## config.mk

```make
export PLATFORM = sky130hd
export DESIGN_NAME = rtc_bus_seq_arb
export DESIGN_NICKNAME = d
export VERILOG_FILES = /design/src/rtl/rtc_bus_seq_arb.sv
export SDC_FILE = /design/constraint.sdc
export NUM_CORES = 1
export LEC_CHECK = 0
export ABC_AREA = 1
export BUFFER_PORTS_ARGS = -buffer_cell sky130_fd_sc_hd__buf_2
export CORE_MARGIN = 2
export CORE_UTILIZATION = 46
export DETAILED_ROUTE_END_ITERATION = 12
export PLACE_DENSITY = 0.89
export SLEW_MARGIN = 0
export SYNTH_ARGS = -nofsm -noshare
export SYNTH_HDL_FRONTEND = slang
export SYNTH_SLANG_ARGS = --single-unit
```

## constraint.sdc

```tcl
create_clock -name clk -period 2 [get_ports clk]
set_clock_uncertainty 0.05 [all_clocks]
set_input_delay 0.2 -clock clk [delete_from_list [all_inputs] [get_ports clk]]
set_output_delay 0.2 -clock clk [all_outputs]
set_load 0.02 [all_outputs]
```

## src/rtl/rtc_bus_seq_arb.sv

```systemverilog
// N-channel arbiter and timed sequencer for the multiplexed parallel RTC bus.
// Define RTC_RR_ARB_EN for round-robin arbitration; otherwise lowest index wins.
module rtc_bus_seq_arb #(
  parameter int N_CH    = 4,
  parameter int DATA_W  = 8,
  parameter int T_PULSE = 4,
  parameter int T_GAP   = 2
) (
  input  logic                     clk,
  input  logic                     reset,
  input  logic [N_CH-1:0]          req,
  input  logic [N_CH-1:0]          rnw,
  input  logic [N_CH*DATA_W-1:0]   addr,
  input  logic [N_CH*DATA_W-1:0]   wdata,
  output logic [N_CH-1:0]          gnt,
  output logic [N_CH-1:0]          done,
  output logic [DATA_W-1:0]        rdata,
  output logic                     busy,
  output logic                     a_d,
  output logic                     cs,
  output logic                     rd,
  output logic                     wr,
  output logic [DATA_W-1:0]        ad_out,
  output logic                     ad_oe,
  input  logic [DATA_W-1:0]        ad_in
);

  localparam int T_MAX = (T_PULSE > T_GAP) ? T_PULSE : T_GAP;
  localparam int CNT_W = $clog2(T_MAX + 1);
  localparam int IDX_W = (N_CH > 1) ? $clog2(N_CH) : 1;

  typedef enum logic [2:0] {IDLE, A_SET, A_STB, A_HLD, D_STB, D_HLD, DONE} state_t;

  state_t              state_q, state_d;
  logic [CNT_W-1:0]    cnt_q, cnt_d;
  logic [N_CH-1:0]     gnt_q, gnt_d;
  logic                rnw_q, rnw_d;
  logic [DATA_W-1:0]   rdata_q, rdata_d;
  logic [DATA_W-1:0]   addr_q, wdata_q;
  logic [IDX_W-1:0]    pick;
  logic                found;

`ifdef RTC_RR_ARB_EN
  logic [IDX_W-1:0]    ptr_q;

  // Search starts one past the last granted channel and wraps.
  always_comb begin
    int idx;
    idx   = 0;
    found = 1'b0;
    pick  = '0;
    for (int k = 1; k <= N_CH; k++) begin
      idx = (int'(ptr_q) + k) % N_CH;
      if (!found && req[idx]) begin
        found = 1'b1;
        pick  = IDX_W'(idx);
      end
    end
  end

  always_ff @(posedge clk or posedge reset) begin
    if (reset)                        ptr_q <= IDX_W'(N_CH - 1);
    else if (state_q == IDLE && found) ptr_q <= pick;
  end
`else
  always_comb begin
    found = 1'b0;
    pick  = '0;
    for (int i = 0; i < N_CH; i++) begin
      if (!found && req[i]) begin
        found = 1'b1;
        pick  = IDX_W'(i);
      end
    end
  end
`endif

  always_comb begin
    state_d = state_q;
    cnt_d   = cnt_q;
    gnt_d   = gnt_q;
    rnw_d   = rnw_q;
    rdata_d = rdata_q;
    case (state_q)
      IDLE: if (found) begin
        state_d     = A_SET;
        gnt_d       = '0;
        gnt_d[pick] = 1'b1;
        rnw_d       = rnw[pick];
      end
      A_SET: begin
        state_d = A_STB;
        cnt_d   = CNT_W'(T_PULSE - 1);
      end
      A_STB: if (cnt_q == '0) begin
        state_d = A_HLD;
        cnt_d   = CNT_W'(T_GAP - 1);
      end else cnt_d = cnt_q - 1'b1;
      A_HLD: if (cnt_q == '0) begin
        state_d = D_STB;
        cnt_d   = CNT_W'(T_PULSE - 1);
      end else cnt_d = cnt_q - 1'b1;
      D_STB: if (cnt_q == '0) begin
        if (rnw_q) rdata_d = ad_in;
        state_d = D_HLD;
        cnt_d   = CNT_W'(T_GAP - 1);
      end else cnt_d = cnt_q - 1'b1;
      D_HLD: if (cnt_q == '0) state_d = DONE;
             else cnt_d = cnt_q - 1'b1;
      DONE: begin
        state_d = IDLE;
        gnt_d   = '0;
      end
      default: state_d = IDLE;
    endcase
  end

  always_ff @(posedge clk or posedge reset) begin
    if (reset) begin
      state_q <= IDLE;
      cnt_q   <= '0;
      gnt_q   <= '0;
      rnw_q   <= 1'b0;
      rdata_q <= '0;
    end else begin
      state_q <= state_d;
      cnt_q   <= cnt_d;
      gnt_q   <= gnt_d;
      rnw_q   <= rnw_d;
      rdata_q <= rdata_d;
    end
  end

  // Datapath latches need no reset: they only reach the pins outside IDLE.
  always_ff @(posedge clk) begin
    if (state_q == IDLE && found) begin
      addr_q  <= addr[pick*DATA_W +: DATA_W];
      wdata_q <= wdata[pick*DATA_W +: DATA_W];
    end
  end

  always_comb begin
    a_d    = 1'b1;
    cs     = 1'b1;
    rd     = 1'b1;
    wr     = 1'b1;
    ad_oe  = 1'b0;
    ad_out = '0;
    done   = '0;
    case (state_q)
      A_SET, A_HLD: begin
        a_d    = 1'b0;
        ad_oe  = 1'b1;
        ad_out = addr_q;
      end
      A_STB: begin
        a_d    = 1'b0;
        cs     = 1'b0;
        wr     = 1'b0;
        ad_oe  = 1'b1;
        ad_out = addr_q;
      end
      D_STB: begin
        cs = 1'b0;
        if (rnw_q) rd = 1'b0;
        else begin
          wr     = 1'b0;
          ad_oe  = 1'b1;
          ad_out = wdata_q;
        end
      end
      D_HLD: if (!rnw_q) begin
        ad_oe  = 1'b1;
        ad_out = wdata_q;
      end
      DONE:    done = gnt_q;
      default: ;
    endcase
  end

  assign gnt   = gnt_q;
  assign rdata = rdata_q;
  assign busy  = (state_q != IDLE);

endmodule

```

## Word-level counts from Yosys, hierarchy flattened

Index checks and enable logic that the tools add are counted.

- Flip-flop bits (word level): 35
- Input bits: 82
- Logic and storage cells: 78

- Eq/ne operators: 12
- Shifts and indexed selects: 2
- Add/sub/neg operators: 1
- Reductions and logical operators: 21
- Order comparisons: 2
- Multiplexer cells: 33

Operator list:

| cell | number |
|---|---|
| indexed part select 32 x 6 -> 8 bit | 2 |
| 2-to-1 mux 3 bit | 8 |
| case mux 3 bit (6 select lines) | 1 |
| case mux 8 bit (2 select lines) | 1 |
| 2-to-1 mux 1 bit | 12 |
| != test 2 bit, second input constant | 6 |
| case mux 3 bit (4 select lines) | 1 |
| equality test 3 bit, second input constant | 3 |
| 2-to-1 mux 4 bit | 2 |
| 2-to-1 mux 8 bit | 1 |
| case mux 4 bit (2 select lines) | 1 |
| equality test 3 x 2 -> 1 bit, second input constant | 2 |
| zero test 3 bit | 2 |
| AND reduction 2 bit | 3 |
| logical AND 1 bit | 5 |
| AND reduction 5 bit | 1 |
| 2-to-1 mux 2 bit | 2 |
| case mux 1 bit (2 select lines) | 2 |
| nonzero test 4 bit | 1 |
| OR reduction 2 bit | 2 |
| equality test 3 x 1 -> 1 bit, second input constant | 1 |
| zero test 1 bit | 3 |
| < comparator 2 x 3 -> 1 bit, second input constant | 1 |
| AND reduction 3 bit | 1 |
| other kinds (7) | 7 |

## Logic depth before layout (Yosys ltp)

- Depth after elaboration: 16
- Depth in mapped cells: 9

## Worst setup path after synthesis

Ideal clock, no wire load.

- Kind: flip-flop to flip-flop
- Start: register state_q[1]
- End: register addr_q[0] (enable)
- Period minus slack after synthesis: 1.662 ns
- Buffers on the path: 0
- Arrival: 1.245 ns
- Setup slack: 0.338 ns
- Cell stages (with the launch flop): 6
- Cell sequence: dfrtp_1 nor2_1 nand2_2 inv_1 nand2_1 inv_1

- Word-level cells in the longest chain between the ends: 2

Ends and longest elaborated chain:

| what | line | text |
|---|---|---|
| start: declaration | 34 | `state_t state_q, state_d;` |
| start signal: assignment | 126 | `state_q <= state_d;` |
| zero test 3 bit | 136 | `if (state_q == IDLE && found) begin` |
| logical AND 1 bit | 136 |  |
| end signal: assignment | 137 | `addr_q <= addr[pick*DATA_W +: DATA_W];` |
| end: declaration | 39 | `logic [DATA_W-1:0] addr_q, wdata_q;` |

Every way passes these cells.
A chain may end at the register's enable or synchronous reset.

## Worst setup path in the final report

- Start: register state_q[2]
- End: output ad_out[4]

- Word-level cells in the longest chain between the ends: 3
- Elaborated cells between the ends (all ways): 8

Ends and longest elaborated chain:

| what | line | text |
|---|---|---|
| equality test 3 x 2 -> 1 bit (tied with other cells) | 150 | `case (state_q)` |
| OR reduction 3 bit (no line) or OR reduction 2 bit (tied branches) | n/a |  |
| case mux 8 bit (2 select lines) * | 150 |  |
| end: declaration | 23 | `output logic [DATA_W-1:0] ad_out,` |

Every way passes the cells marked *; elsewhere a longest branch is shown, timed or not.

==> impl_metrics.py <==
metrics = {
    "status": {
        "status": "finished with violations",
        "failed_checks": "hold timing",
    },
    "synthesis": {
        "synth-edff-count": 16,
        "synth_top_family_by_area": "simple AND/OR/NAND/NOR gates",
        "muxShareOfSynthArea_pct": 0,
        "synthAdderAreaFrac_pct": 1.09,
        "syn-num-nets": 403,
        "synth.area.top_cells": "edfxtp_1, dfrtp_1, nand2_1",
        "synthArstFlopShare_pct": 54.3,
        "syn_avg_cell_area_um2": 7.20,
        "ys_types": 29,
        "synth-compound-area-share_pct": 13.2,
        "ys_warn_count": 0,
        "synth-simple-area-share_pct": 33.3,
        "ys_seq_area_share_pct": 41.6,
        "synth_top_area_share_pct": 20.9,
        "synth-xor-area-share_pct": 0,
        "ys_seq_elements": 35,
        "synthTopCellsByCount": "nand2_1, inv_1, nand3_1, dfrtp_1, nor2_1",
        "yosys.area.top_type": "edfxtp_1",
        "syn_area_um2": 2300,
        "syn_inst": 319,
        "synthFlopType": "dfrtp_1",
        "synth.most_common_cell": "nand2_1",
    },
    "floorplanning": {
        "io_pins": 112,
        "die_height_um": 74.7,
        "rows": 25,
        "coreArea_um2": 4750,
        "start_util_pct": 48.3,
        "die_w_um": 74.7,
        "dieArea_um2": 5570,
    },
    "finish": {
        "final_core_util_pct": 62.9,
        "antenna_cells": 0,
        "design_area_um2": 2990,
        "nets": 514,
        "area_growth_syn_to_layout_pct": 30.2,
        "drive_gt1_share_pct": 31.3,
    },
    "global_routing": {
        "grt_pass1_wl_mm": 9.00,
        "grt-ovfl-total": 0,
        "grt_max_degree": 33,
        "first_global_vias": 2080,
        "antenna_found_initial": 0,
        "grt_usage_pct": 21.2,
    },
    "clock_tree": {
        "cts-root-buf": "clkbuf_8",
        "cts_setup_buffers": 0,
        "ctsHoldBuffers": 0,
        "cts_max_path_buffers": 2,
        "cts_made_buffers": 5,
        "path_clk_slew_ns": 0.07,
        "cts_num_sinks": 35,
        "clk_latency_ns": 0.28,
        "cts_tree": "built",
        "cts_htree_levels": 2,
    },
    "pwr": {
        "p_per_area_nw_per_um2": 1210,
        "ir_drop_mv": 0.579,
        "leakagePower_nw": 1.61,
    },
    "sta": {
        "worstMarginPinSlew_ns": 0.739,
        "timing.hold.ws_ns": -0.00861,
        "hold_violations": 19,
        "relSlewSlack_pct": 50.7,
        "finalMaxSlewViolations": 0,
        "rsz0062_at_grt": "no",
        "period_share_pct": 91.1,
        "fin_tns_setup_ns": 0,
        "setup_viol": 0,
        "post-route-min-period_ns": 1.82,
        "max_clock_freq_mhz": 549,
    },
    "detailed_routing": {
        "first_pass_iters": 4,
        "finalWirelength_mm": 5.75,
        "post-route-drc-count": 0,
        "final_antenna_net_count": 0,
        "vias": 2404,
        "viasPerCell": 4.83,
        "wl_per_cell_um": 11.5,
        "first_iter_violations": 194,
    },
    "worst_setup_path": {
        "path_max_fanout": 13,
        "cp_data_arrival_time_ns": 1.57,
        "cp.required_ns": 1.75,
        "end_kind": "output port",
        "worst_setup_path_start_kind": "register",
        "critPathKind": "register to output port",
    },
    "placement": {
        "gp_congestion": 0.914,
        "place_hpwl_mm": 4.51,
        "place_area_um2": 2880,
        "portBuffers": 111,
    },
    "flow_run": {
        "cap_violations": 0,
    },
    "hold_path": {
        "hold_path_class": "primary input to async pin",
    },
}
==> timing repair <==
| item | CTS | global route |
|---|---|---|
| resized for setup | 0 | 1 |
| setup endpoints to repair | 0 | 8 |
| hold endpoints to repair | 0 | 0 |
==> layer usage <==
metal  up-vias  share of wire [%]  global-route usage (%)  wire (um)
met1      1067                 41                    26.4       2370
met4         0                2.1                    8.13        123
li1       1238                  -                       -          -
met3        10                5.5                    4.42        315
met5         -                  0                       0          0
met2        89                 51                    36.3       2940
==> state kept, by name (all words and copies together), names as in the netlist <==
| register | flops |
|---|---|
| gnt | 4 |
| rdata | 8 |
| cnt_q | 3 |
| state_q | 3 |
| wdata_q | 8 |
| rnw_q | 1 |
| addr_q | 8 |
==> worst paths after layout <==
kind / start / end / slack (ns) / cells after the start
worst max register to register: cnt_q[0]$_DFFE_PP0P_ / state_q[0]$_DFFE_PP0P_ / 0.33 / 8
worst min register to register: rdata[5]$_DFFE_PP0P_ / rdata[5]$_DFFE_PP0P_ / 0.45 / 2
worst max-delay path: state_q[2]$_DFFE_PP0P_ / ad_out[4] / 0.18 / 6
worst min-delay path: reset / rdata[6]$_DFFE_PP0P_ / -0.009 / 2
max in group asynchronous: reset / gnt[0]$_DFFE_PP0P_ / 1.45 / 2
min in group clk: ad_in[5] / rdata[5]$_DFFE_PP0P_ / 0.07 / 3
==> area by class of cell <==
cell class                      instances  area, um^2
Clock buffer                            7        76.3
Clock inverter                          1        30.0
Fill cell                             432        1760
Inverter                               46         173
Multi-Input combinational cell        228        1090
Sequential cell                        35         956
Tap cell                               67        83.8
Timing Repair Buffer                  114         578
==> critical path, cell delays in order, from the launching register on <==
cell and delay (ns):
dfrtp_1 0.45, inv_2 0.15, nor2_2 0.16, buf_4 0.19
nand3_1 0.07, nand2_1 0.10, buf_2 0.17
==> logic make-up after synthesis <==
family / after synthesis
buf+inv: 56
fa+ha+maj: 2
compound gates: 52
simple gates: 174
flops: 35
==> power breakdown <==
part / internal, W / switching (W) / leakage, nW / total [W]
Combinational: 0.000572 / 0.00122 / 1.19 / 0.00179
Sequential: 0.00107 / 0.000133 / 0.369 / 0.00120
Clock: 0.000373 / 0.000241 / 0.0524 / 0.000614
Total: 0.00201 / 0.00159 / 1.61 / 0.00361
==> placed cells by master, fill, tap and decap left out, drive strengths merged, types with 16 or more instances in the layout <==
cell type	n
a21oi	16
edfxtp	16
buf	114
o21ai	19
nor2	22
nand2	109
inv	45
nand3	27
dfrtp	19
==> metrics by stage <==
step / power (W) / std cells / worst slack, ns
final: 0.00361 / 498 / 0.178
after floorplan: 0.00242 / 319 / 0.338
after global placement: 0.00293 / 490 / 0.395
after CTS: 0.00361 / 498 / 0.121
after detailed placement: 0.00299 / 490 / 0.354
after global routing: 0.00389 / 498 / 0.0194
No activity file was read; power rests on OpenSTA's default activity.
